==> config.mk <==
export PLATFORM = sky130hd
export DESIGN_NAME = uart_rx
export DESIGN_NICKNAME = d
export VERILOG_FILES = /design/src/rtl/uart_defs_pkg.sv /design/src/rtl/uart_rx_sampler.sv /design/src/rtl/uart_rx.sv
export SDC_FILE = /design/constraint.sdc
export NUM_CORES = 1
export LEC_CHECK = 0
export CAP_MARGIN = 20
export CELL_PAD_IN_SITES_DETAIL_PLACEMENT = 1
export CELL_PAD_IN_SITES_GLOBAL_PLACEMENT = 1
export CORE_MARGIN = 2
export CORE_UTILIZATION = 42
export DETAILED_ROUTE_END_ITERATION = 8
export PLACE_DENSITY_LB_ADDON = 0.1
export RECOVER_POWER = 50
export SYNTH_ARGS = -nofsm -noshare
export SYNTH_HDL_FRONTEND = slang
export SYNTH_HIERARCHICAL = 1
export SYNTH_SLANG_ARGS = --single-unit
==> constraint.sdc <==
create_clock -name CLK -period 3.8 [get_ports CLK]
set_input_delay 0.95 -clock CLK [delete_from_list [all_inputs] [get_ports CLK]]
set_output_delay 0.95 -clock CLK [all_outputs]
set_load 0.05 [all_outputs]
==> src/rtl/uart_defs_pkg.sv <==
// Shared UART definitions for the TX and RX paths: default frame width,
// FSM state encoding, legal oversample ratios and the 2-of-3 vote helper.
package uart_defs_pkg;

  localparam int UART_WIDTH   = 8;
  localparam int UART_PRESC_W = 6;

  localparam logic [5:0] PRESCALE_X8  = 6'd8;
  localparam logic [5:0] PRESCALE_X16 = 6'd16;
  localparam logic [5:0] PRESCALE_X32 = 6'd32;

  typedef enum logic [2:0] {
    ST_IDLE   = 3'd0,
    ST_START  = 3'd1,
    ST_DATA   = 3'd2,
    ST_PARITY = 3'd3,
    ST_STOP   = 3'd4
  } uart_state_e;

  function automatic logic majority3(input logic a, input logic b, input logic c);
    return (a & b) | (a & c) | (b & c);
  endfunction

endpackage

==> src/rtl/uart_rx_sampler.sv <==
// Per-bit oversampling timer and bit decision for the UART receiver.
// With RX_MAJORITY_VOTE_EN defined the bit is a 2-of-3 vote around mid-bit.
module uart_rx_sampler
  import uart_defs_pkg::*;
#(
  parameter int PRESC_W = UART_PRESC_W
) (
  input  logic               CLK,
  input  logic               RST,
  input  logic               i_rx_s,
  input  logic               i_active,
  input  logic [PRESC_W-1:0] i_prescale,
  output logic               o_sampled_bit,
  output logic               o_sample_strobe,
  output logic               o_bit_end
);

  logic [PRESC_W-1:0] r_edge_cnt;
  logic [PRESC_W-1:0] w_half;
  logic [PRESC_W-1:0] w_last;

  assign w_half    = i_prescale >> 1;
  assign w_last    = i_prescale - PRESC_W'(1);
  assign o_bit_end = i_active & (r_edge_cnt == w_last);

  // Oversample counter: parked at 0 while idle, wraps at the end of every bit.
  always_ff @(posedge CLK or negedge RST) begin
    if (!RST) begin
      r_edge_cnt <= '0;
    end else if (!i_active || o_bit_end) begin
      r_edge_cnt <= '0;
    end else begin
      r_edge_cnt <= r_edge_cnt + PRESC_W'(1);
    end
  end

`ifdef RX_MAJORITY_VOTE_EN
  logic               r_smp_a;
  logic               r_smp_b;
  logic [PRESC_W-1:0] w_pt_a;
  logic [PRESC_W-1:0] w_pt_c;
  logic [PRESC_W-1:0] w_pt_done;

  assign w_pt_a          = w_half - PRESC_W'(1);
  assign w_pt_c          = w_half + PRESC_W'(1);
  assign w_pt_done       = w_half + PRESC_W'(2);
  assign o_sample_strobe = i_active & (r_edge_cnt == w_pt_done);

  // Capture the two early samples, then register the vote with the third.
  always_ff @(posedge CLK or negedge RST) begin
    if (!RST) begin
      r_smp_a       <= 1'b1;
      r_smp_b       <= 1'b1;
      o_sampled_bit <= 1'b1;
    end else begin
      if (r_edge_cnt == w_pt_a) r_smp_a <= i_rx_s;
      if (r_edge_cnt == w_half) r_smp_b <= i_rx_s;
      if (r_edge_cnt == w_pt_c) o_sampled_bit <= majority3(r_smp_a, r_smp_b, i_rx_s);
    end
  end
`else
  logic [PRESC_W-1:0] w_pt_done;

  assign w_pt_done       = w_half + PRESC_W'(1);
  assign o_sample_strobe = i_active & (r_edge_cnt == w_pt_done);

  // Single mid-bit sample, valid from the following cycle.
  always_ff @(posedge CLK or negedge RST) begin
    if (!RST) begin
      o_sampled_bit <= 1'b1;
    end else if (r_edge_cnt == w_half) begin
      o_sampled_bit <= i_rx_s;
    end else begin
      o_sampled_bit <= o_sampled_bit;
    end
  end
`endif

endmodule

==> src/rtl/uart_rx.sv <==
// UART receiver: synchronizer, frame FSM, LSB-first shift register, parity
// and stop checks. Optional majority voting via RX_MAJORITY_VOTE_EN.
module uart_rx
  import uart_defs_pkg::*;
#(
  parameter int WIDTH   = UART_WIDTH,
  parameter int PRESC_W = UART_PRESC_W
) (
  input  logic               CLK,
  input  logic               RST,
  input  logic               RX_IN,
  input  logic [PRESC_W-1:0] PRESCALE,
  input  logic               PAR_EN,
  input  logic               PAR_TYP,
  output logic [WIDTH-1:0]   P_DATA,
  output logic               DATA_VALID,
  output logic               PAR_ERR,
  output logic               STP_ERR
);

  localparam int             BCW      = (WIDTH > 1) ? $clog2(WIDTH) : 1;
  localparam logic [BCW-1:0] LAST_BIT = BCW'(WIDTH - 1);

  uart_state_e        r_state;
  uart_state_e        w_state_nxt;
  logic               r_sync1;
  logic               r_rx_s;
  logic [PRESC_W-1:0] r_presc;
  logic               r_par_en;
  logic               r_par_typ;
  logic [BCW-1:0]     r_bit_cnt;
  logic [WIDTH-1:0]   r_shift;
  logic               r_par_bad;
  logic               r_stp_bad;
  logic               w_active;
  logic               w_sampled;
  logic               w_strobe;
  logic               w_bit_end;
  logic               w_leave_idle;
  logic               w_stop_end;
  logic               w_par_exp;

  function automatic logic calc_parity(input logic [WIDTH-1:0] data, input logic odd);
    return odd ? ~^data : ^data;
  endfunction

  assign w_active  = (r_state != ST_IDLE);
  assign w_par_exp = calc_parity(r_shift, r_par_typ);

  // Two-flop synchronizer; idles high so reset never looks like a start bit.
  always_ff @(posedge CLK or negedge RST) begin
    if (!RST) begin
      r_sync1 <= 1'b1;
      r_rx_s  <= 1'b1;
    end else begin
      r_sync1 <= RX_IN;
      r_rx_s  <= r_sync1;
    end
  end

  uart_rx_sampler #(
    .PRESC_W (PRESC_W)
  ) u_sampler (
    .CLK             (CLK),
    .RST             (RST),
    .i_rx_s          (r_rx_s),
    .i_active        (w_active),
    .i_prescale      (r_presc),
    .o_sampled_bit   (w_sampled),
    .o_sample_strobe (w_strobe),
    .o_bit_end       (w_bit_end)
  );

  // FSM state register.
  always_ff @(posedge CLK or negedge RST) begin
    if (!RST) begin
      r_state <= ST_IDLE;
    end else begin
      r_state <= w_state_nxt;
    end
  end

  // FSM next state and frame-event decode.
  always_comb begin
    w_state_nxt  = r_state;
    w_leave_idle = 1'b0;
    w_stop_end   = 1'b0;
    case (r_state)
      ST_IDLE: begin
        if (!r_rx_s) begin
          w_state_nxt  = ST_START;
          w_leave_idle = 1'b1;
        end else begin
          w_state_nxt  = ST_IDLE;
        end
      end
      ST_START: begin
        if (w_strobe && w_sampled) begin
          w_state_nxt = ST_IDLE;
        end else if (w_bit_end) begin
          w_state_nxt = ST_DATA;
        end else begin
          w_state_nxt = ST_START;
        end
      end
      ST_DATA: begin
        if (w_bit_end && (r_bit_cnt == LAST_BIT)) begin
          w_state_nxt = r_par_en ? ST_PARITY : ST_STOP;
        end else begin
          w_state_nxt = ST_DATA;
        end
      end
      ST_PARITY: begin
        if (w_bit_end) begin
          w_state_nxt = ST_STOP;
        end else begin
          w_state_nxt = ST_PARITY;
        end
      end
      ST_STOP: begin
        if (w_bit_end) begin
          w_state_nxt = ST_IDLE;
          w_stop_end  = 1'b1;
        end else begin
          w_state_nxt = ST_STOP;
        end
      end
      default: begin
        w_state_nxt = ST_IDLE;
      end
    endcase
  end

  // Frame datapath; config and error flags are frozen for the whole frame.
  always_ff @(posedge CLK or negedge RST) begin
    if (!RST) begin
      r_presc   <= '0;
      r_par_en  <= 1'b0;
      r_par_typ <= 1'b0;
      r_bit_cnt <= '0;
      r_shift   <= '0;
      r_par_bad <= 1'b0;
      r_stp_bad <= 1'b0;
    end else if (w_leave_idle) begin
      r_presc   <= PRESCALE;
      r_par_en  <= PAR_EN;
      r_par_typ <= PAR_TYP;
      r_bit_cnt <= '0;
      r_par_bad <= 1'b0;
      r_stp_bad <= 1'b0;
    end else begin
      if ((r_state == ST_DATA) && w_strobe) r_shift <= {w_sampled, r_shift[WIDTH-1:1]};
      if ((r_state == ST_DATA) && w_bit_end) begin
        r_bit_cnt <= (r_bit_cnt == LAST_BIT) ? '0 : r_bit_cnt + BCW'(1);
      end
      if ((r_state == ST_PARITY) && w_strobe) r_par_bad <= (w_sampled != w_par_exp);
      if ((r_state == ST_STOP) && w_strobe) r_stp_bad <= ~w_sampled;
    end
  end

  // Registered outputs: pulses land in the cycle after the relevant bit end.
  always_ff @(posedge CLK or negedge RST) begin
    if (!RST) begin
      P_DATA     <= '0;
      DATA_VALID <= 1'b0;
      PAR_ERR    <= 1'b0;
      STP_ERR    <= 1'b0;
    end else begin
      PAR_ERR    <= (r_state == ST_PARITY) && w_bit_end && r_par_bad;
      STP_ERR    <= w_stop_end && r_stp_bad;
      DATA_VALID <= w_stop_end && !r_par_bad && !r_stp_bad;
      if (w_stop_end && !r_par_bad && !r_stp_bad) P_DATA <= r_shift;
    end
  end

endmodule

* Yosys cells after proc, flatten, opt, wreduce, memory -nomap -nowiden
Cells that the tools add are included.
Storage, ports and cells: bits in registers 44, output and inout port bits 11
Cells by class: add/subtract/negate cells 4, eq/ne operators 9, multiplexer cells 21, bitwise logic cells 4, reduce and logical (&&, ||, !) cells 23
Operator list (number):
- two-way mux 3 bit | 7
- one-hot mux 3 bit (5 select lines) | 1
- equality test 6 bit | 2
- logical AND 1 bit | 11
- two-way mux 1 bit | 10
- XNOR reduction 8 bit | 1
- parity 8 bit | 1
- adder 5 x 1 -> 6 bit (second input constant) | 1
- adder 6 x 1 -> 6 bit (second input constant) | 1
- equality test 3 x 2 -> 1 bit (second input constant) | 2
- equality test 3 bit (second input constant) | 2
- equality test 6 x 5 -> 1 bit | 1
- two-way mux 6 bit | 1
- nonzero test 2 bit | 3
- subtractor 6 x 1 -> 6 bit (second input constant) | 1
- two-way mux 2 bit | 2
- adder 3 x 1 -> 3 bit (second input constant) | 1
- equality test 3 x 1 -> 1 bit (second input constant) | 1
- logical NOT 1 bit | 3
- logical NOT 3 bit | 1
- nonzero test 3 bit | 1
- bitwise AND 1 bit | 2
- NOT 1 bit | 2
- AND reduction 2 bit | 1
- other kinds (2) | 2

* Depth between registers and ports, before layout
Gate-level depths: netlist of the first run.
depth after elaboration 7, gate-level depth with buffers 11, depth with buffers taken out 10

* Cells and area by module
Netlist of the first run, hierarchy kept.
Modules (own cells, without submodules):
- uart_rx | instances 1, cells an instance 132, area an instance 1580.3 um^2, sequential area each 928.4 um^2
- uart_rx_sampler | instances 1, cells an instance 73, area an instance 668.1 um^2, sequential area each 176.4 um^2

* Worst setup path after synthesis of the first run
Ideal clock, no wire load.
kind flip-flop to flip-flop, start point register r_presc[1], end point register P_DATA[0], setup time 0.125 ns, arrival 2.568 ns, required time 3.675 ns, setup slack 1.107 ns, stages on the path, launching flop included 10, path buffers 1, clock period less this slack 2.693 ns, cells stage by stage dfrtp_1 -> inv_1 -> ha_1 -> o21ba_1 -> a221o_1 -> a2111oi_4 -> and2_1 -> clkbuf_1 -> nand3_2 -> mux2_2
On the way: longest elaborated chain between the ends 7
RTL lines:
- start, declared | line uart_rx.sv:28 | logic [PRESC_W-1:0] r_presc;
- start signal, assigned | line uart_rx.sv:137 | r_presc <= '0;
- start signal, assigned | line uart_rx.sv:145 | r_presc <= PRESCALE;
- subtractor 6 x 1 -> 6 bit | line uart_rx_sampler.sv:23 | assign w_last = i_prescale - PRESC_W'(1);
- equality test 6 bit | line uart_rx_sampler.sv:24 | assign o_bit_end = i_active & (r_edge_cnt == w_last);
- bitwise AND 1 bit | line uart_rx_sampler.sv:24
- via w_bit_end | line uart_rx.sv:38 | logic w_bit_end;
- two-way mux 1 bit | line uart_rx.sv:121 | if (w_bit_end) begin
- two-way mux 1 bit | line uart_rx.sv:88 | case (r_state)
- logical AND 1 bit (2 in series) | line uart_rx.sv:172 | if (w_stop_end && !r_par_bad && !r_stp_bad) P_DATA <= r_shift;
- end signal, assigned | line uart_rx.sv:172
- end, declared | line uart_rx.sv:15 | output logic [WIDTH-1:0] P_DATA,
The timed path passes the listed nets, and every way through them passes these cells. A chain may end at the register's enable or synchronous reset.

* Final worst setup path of the first run
start point register r_presc[1], end point register P_DATA[6]
The elaborated chain is that of the path after synthesis.

==> results of run 1 <==
## report_power, final
part / leakage (nW) / total [mW] / internal, mW / switching, mW
registers: 0.580 / 0.734 / 0.565 / 0.169
logic: 0.564 / 0.609 / 0.296 / 0.313
clock network: 0.0552 / 0.347 / 0.195 / 0.152
total: 1.20 / 1.69 / 1.06 / 0.634
## placed cells by master, fill, tap and decap left out, types with 3 or more instances in the layout
cell type        count
clkbuf_8             5
nand2_1             38
dfstp_2              3
ha_1                 6
clkdlybuf4s50_1     19
xor2_1               9
inv_1                6
xnor2_1             20
nand3_1             12
and3_1               3
mux2_2              17
nor2_1              12
dfrtp_1             41
a21oi_1              3
## cell families after synthesis
logic type	Yosys count	synth area share (%)
AOI/OAI and AO/OA	13	5.120
xor gates and xnor gates	30	12.30
adders and majority gates	6	3.339
buffers and inverters	12	2.894
DFF	44	49.14
muxes	17	8.514
and+or+nand+nor	83	18.70
## stage by stage
step,utilization [%],instance area [um^2]
floorplan,-,2248
global placement,48.61,2499
detailed placement,48.61,2499
CTS,50.71,2606
global route,50.54,2597
finish,50.54,2597
## per-layer routing
metal / share of wire, % / wire length (um) / track usage, % / vias to the layer above
met5: 0 / 0 / 0 / -
met4: 1.1 / 53 / 5.357 / 0
met3: 1.6 / 72 / 2.471 / 4
met2: 54 / 2498 / 31.74 / 13
met1: 43 / 2012 / 20.32 / 742
li1: - / - / - / 728
## worst reg2reg max path, delay by kind of cell, from the launching register on
| kind | cells | cell delay, ns |
|---|---|---|
| AND/OR/NAND/NOR | 2 | 0.70 |
| flip-flops | 1 | 0.46 |
| AO/OA/AOI/OAI | 3 | 1.06 |
| buffers and inverters | 1 | 0.10 |
| multiplexers | 1 | 0.36 |
| adder cells (fa/ha/maj) | 1 | 0.24 |
## flip-flops by register name, summed over array words and instances (netlist names)
| register | flops |
|---|---|
| DATA_VALID | 1 |
| PAR_ERR | 1 |
| P_DATA | 8 |
| STP_ERR | 1 |
| r_bit_cnt | 3 |
| r_par_bad | 1 |
| r_par_en | 1 |
| r_par_typ | 1 |
| r_presc | 6 |
| r_rx_s | 1 |
| r_shift | 8 |
| r_state | 3 |
| r_stp_bad | 1 |
| r_sync1 | 1 |
| u_sampler/o_sampled_bit | 1 |
| u_sampler/r_edge_cnt | 6 |
## layout make-up
type / instances / area (um^2) / area share [%]
clock inverter: 2 / 35.03 / 1.349
sequential: 44 / 1105 / 42.53
timing repair buffer: 21 / 203.9 / 7.852
tap: 70 / 87.58 / 3.372
inverter: 6 / 22.52 / 0.8671
multi-input combinational: 149 / 1071 / 41.23
clock buffer: 6 / 72.57 / 2.794
## how the worst min path moves through the flow
stage,startpoint,slack (ns),to
final,r_sync1,0.36,r_rx_s
after global routing,r_sync1,0.37,r_rx_s
after CTS,r_sync1,0.36,r_rx_s
after detailed placement,r_sync1,0.35,r_rx_s
after global placement,r_sync1,0.35,r_rx_s
after floorplan,r_sync1,0.35,r_rx_s
==> flow_summary.json, run 1 <==
{
  "numCtsBuffers": 5,
  "yosysMostFrequentCell": "dfrtp_1",
  "drv_cap": 1,
  "grt_max_degree": 45,
  "place_ws_ns": 0.7375,
  "syn_area_per_cell_um2": 10.97,
  "syn_inst": 205,
  "clk_pin_slew_ns": 0.08,
  "leakage_nw": 1.199,
  "cts.sinks": 44,
  "finalCritPeriodShare_pct": 79.77,
  "required_ns": 3.97,
  "arrival_ns": 3.21,
  "drcViolationCount": 0,
  "synth-main-ff-cell": "dfrtp_1",
  "violations": "max-capacitance violations, max-slew violations",
  "total_power_mw": 1.691,
  "yosysWarningCount": 6,
  "period_needed_ns": 3.031,
  "yosys-top-cells-count": "dfrtp_1 (41), nand2_1 (38), xnor2_1 (20), mux2_2 (17), nand3_1 (12)",
  "tns_ns": 0,
  "rows": 26,
  "cp.depth": 8,
  "wirelength_um": 4637,
  "setup_ws_ns": 0.7689,
  "final.fill_count": 576,
  "drv_slew": 45,
  "cpPeakStageDelay_ns": 0.49,
  "cts.path.max_buffers": 2,
  "yosysTopAreaCell": "dfrtp_1",
  "root_buffer": "clkbuf_8",
  "dieWidth_um": 77.17,
  "cpLargestDelayFamily": "compound AO/OA/AOI/OAI gates",
  "num_io_pins": 22,
  "synth_cell_types": 42,
  "track_usage_pct": 17.14,
  "netlist_area_um2": 2248,
  "hold-path-cell-count": 0,
  "synthArstFlopShare_pct": 100.0,
  "die_height_um": 77.17,
  "syn_nets": 222,
  "htree_levels": 2,
  "drt_first_pass_iters": 4,
  "worstReg2RegEnd": "P_DATA[6]",
  "cts_tree": "yes",
  "critPathLaunchType": "flip-flop",
  "synth_edf_count": 0,
  "cts_resized": 0,
  "hpwl_um": 3488,
  "ant_nets": 0,
  "slowest_stage": "a2111oi_4",
  "grt_pass1_wl_um": 8114,
  "worstSetupEndpointType": "flip-flop",
  "antenna_found_initial": 0,
  "skew_ns": 0.007731,
  "finalHoldViolations": 0,
  "postCtsSetupBuffers": 0,
  "syn_to_final_growth_pct": 15.53,
  "hold_ws_ns": 0.3610,
  "fp.coreArea_um2": 5140,
  "stdcell_count": 298,
  "rsz0062_at_grt": "false",
  "drt_iter0_drc": 62,
  "tightestPinTransition_ns": 2.350,
  "ys_seq_area_share_pct": 49.14,
  "path_cells": "inv_1, ha_1, o21ba_1, a221o_1, a2111oi_4, and2_1, nand3_2, mux2_2",
  "place_congestion": 0.8123,
  "netlist_top_cells_area": "dfrtp_1 (46%), mux2_2 (8.5%), xnor2_1 (7.8%)",
  "start_util_pct": 43.74,
  "ys_ff_latch": 44,
  "dpl.cell_count": 290,
  "max_slew_margin_pct": -56.69,
  "num_vias": 1487,
  "nets": 244,
  "setup_violations": 0,
  "power_density_nw_per_um2": 650.9,
  "cp_max_fo": 9,
  "synth_top_area_share_pct": 45.63,
  "grt_pass1_vias": 1689,
  "timing.fmax_ghz": 0.3299,
  "reg2regPathDepth": 8,
  "max-vdd-ir-drop_v": 0.0002674,
  "port_buffers": 21,
  "drive_above_1_share_pct": 14.91,
  "fp.dieArea_um2": 5954,
  "cts_hold_buf": 0,
  "rr_startpoint": "r_presc[1]",
  "viasPerCell": 4.990,
  "critPathKind": "reg2reg",
  "cp-startpoint": "r_presc[1]",
  "outcome": "finished, violations left",
  "grt_overflow": 0,
  "wl_per_cell_um": 15.56,
  "worst_hold_path_type": "reg2reg",
  "clkLatencyLatePin_ns": 0.29,
  "reg2reg_slack_ns": 0.77,
  "n_antenna_cell": 0,
  "path_buf_inv": 1,
  "crit_path_end": "P_DATA[6]"
}
(Power assumes the default switching activity.)
==> inputs of run 2 (changes only) <==
--- a/config.mk
+++ b/config.mk
@@ -9,7 +9,7 @@
 export CELL_PAD_IN_SITES_DETAIL_PLACEMENT = 1
 export CELL_PAD_IN_SITES_GLOBAL_PLACEMENT = 1
 export CORE_MARGIN = 2
-export CORE_UTILIZATION = 42
+export CORE_UTILIZATION = 40
 export DETAILED_ROUTE_END_ITERATION = 8
 export PLACE_DENSITY_LB_ADDON = 0.1
 export RECOVER_POWER = 50
==> constraint.sdc (replaced) <==
create_clock -name CLK -period 2.5 [get_ports CLK]
set_input_delay 0.625 -clock CLK [delete_from_list [all_inputs] [get_ports CLK]]
set_output_delay 0.625 -clock CLK [all_outputs]
set_load 0.05 [all_outputs]
==> flow_summary.json, run 2 (synthesized netlist as in run 1, its figures left out) <==
{
  "drt_first_pass_iters": 4,
  "required_ns": 2.72,
  "arrival_ns": 2.64,
  "antenna_found_initial": 0,
  "worst_hold_path_type": "reg2reg",
  "total_power_mw": 2.777,
  "start_util_pct": 41.08,
  "htree_levels": 2,
  "gr-usage-met1_pct": 23.21,
  "track_usage_pct": 17.55,
  "die_height_um": 78.98,
  "clk_pin_slew_ns": 0.08,
  "met2_usage_pct": 28.98,
  "outcome": "completed",
  "drcViolationCount": 0,
  "setup_violations": 0,
  "reg2regPathDepth": 12,
  "drive_above_1_share_pct": 25.93,
  "rr_startpoint": "r_presc[1]",
  "ant_nets": 0,
  "layout_commonest_cell": "dfrtp_1",
  "worstSetupEndpointType": "flip-flop",
  "hold_ws_ns": 0.3669,
  "fp.coreArea_um2": 5473,
  "hpwl_um": 3565,
  "viasPerCell": 5.006,
  "fp.dieArea_um2": 6237,
  "path_cells": "inv_2, ha_4, o21ba_1, a221o_1, a2111oi_4, buf_4, and2_4, buf_6, nand2_1, a211oi_2, a21oi_1, nor2_1",
  "wirelength_um": 5011,
  "cts_tree": "yes",
  "stdcell_area_um2": 2794,
  "hold_end": "r_rx_s",
  "num_vias": 1577,
  "drv_cap": 0,
  "placed_area_um2": 2609,
  "cpPeakStageDelay_ns": 0.37,
  "grt_max_degree": 45,
  "port_buffers": 21,
  "grt_busiest_layer": "met2",
  "critPathLaunchType": "flip-flop",
  "met3_usage_pct": 4.091,
  "skew_ns": 0.005368,
  "cts.sinks": 44,
  "cpLargestDelayFamily": "compound AO/OA/AOI/OAI gates",
  "final_cell_mix": "dfrtp_1 (41), nand2_1 (38), xnor2_1 (19), clkdlybuf4s50_1 (19), mux2_2 (17)",
  "leakage_nw": 1.283,
  "place_ws_ns": -0.1461,
  "finalCritPeriodShare_pct": 96.74,
  "wl_per_cell_um": 15.91,
  "tightestPinTransition_ns": 1.100,
  "drv_slew": 0,
  "timing.fmax_ghz": 0.4135,
  "rsz0062_at_grt": "true",
  "setup_ws_ns": 0.08159,
  "finalHoldViolations": 0,
  "stdcell_count": 315,
  "path_buf_inv": 3,
  "reg2reg_slack_ns": 0.08,
  "nets": 259,
  "numCtsBuffers": 5,
  "grt_pass1_vias": 1667,
  "cp_max_fo": 5,
  "cts.path.max_buffers": 2,
  "slowest_stage": "dfrtp_1",
  "grt_pass1_wl_um": 8424,
  "dpl.cell_count": 305,
  "clkLatencyLatePin_ns": 0.29,
  "hold_start": "r_sync1",
  "n_antenna_cell": 0,
  "power_density_nw_per_um2": 993.9,
  "hold-path-cell-count": 0,
  "syn_to_final_growth_pct": 24.26,
  "dieWidth_um": 78.98,
  "cts_hold_buf": 0,
  "max-vdd-ir-drop_v": 0.0003709,
  "place_congestion": 0.7925,
  "grt_overflow": 0,
  "largestRegisters": "P_DATA: 8 flops, r_shift: 8 flops",
  "critPathKind": "reg2reg",
  "period_needed_ns": 2.418,
  "cp-startpoint": "r_presc[1]",
  "root_buffer": "clkbuf_8",
  "max_slew_margin_pct": 26.66,
  "num_io_pins": 22,
  "rows": 27,
  "drt_iter0_drc": 60,
  "worstReg2RegEnd": "r_state[1]"
}
==> run 2: worst max path at each step <==
stage                    to  cells past startpoint
6_report         r_state[1]                     12
2_1_floorplan     P_DATA[0]                      9
5_1_grt        r_bit_cnt[0]                     10
3_3_place_gp     r_state[1]                     12
3_5_place_dp   r_bit_cnt[0]                     10
4_1_cts          r_state[1]                     12
==> run 2: layout make-up <==
type / count / area [um^2]
fillers: 615 / 2679
multi-input cells: 149 / 1172
flip-flops and latches: 44 / 1105
repair buffers: 36 / 319.1
well taps: 72 / 90.09
clock buffers: 6 / 72.57
inverters: 6 / 22.52
clock inverters: 2 / 12.51
==> run 2: what timing repair did <==
item | CTS | global route
resized for setup | 5 | 12
hold endpoints to repair | 0 | 0
buffers inserted | 2 | 0
endpoints found under the setup margin | 14 | 21
pin swaps | 3 | 7
==> run 2: power by group <==
part | switching (mW) | internal [mW] | leakage [nW]
registers | 0.218 | 0.861 | 0.580
logic | 0.644 | 0.623 | 0.662
clock network | 0.236 | 0.195 | 0.0412
==> run 2: metrics by stage <==
stage	utilization, %	setup TNS (ns)
3_5_place_dp	47.67	-1.104
3_3_place_gp	47.67	-0.0008262
4_1_cts	49.89	0
5_1_grt	51.05	-0.1844
2_1_floorplan	-	0
6_report	51.05	0
==> run 2: worst reg2reg max path, cell delays in order (launching register included) <==
cell	delay [ns]
dfrtp_1	0.37
inv_2	0.06
ha_4	0.17
o21ba_1	0.17
a221o_1	0.36
a2111oi_4	0.35
buf_4	0.18
and2_4	0.17
buf_6	0.13
nand2_1	0.06
a211oi_2	0.15
a21oi_1	0.06
nor2_1	0.12
==> run 2: per-layer routing <==
| layer | routed length, um | part of all wire (%) |
|---|---|---|
| met2 | 2574 | 51 |
| met3 | 129 | 2.6 |
| met1 | 2260 | 45 |
| met5 | 0 | 0 |
| met4 | 47 | 0.94 |
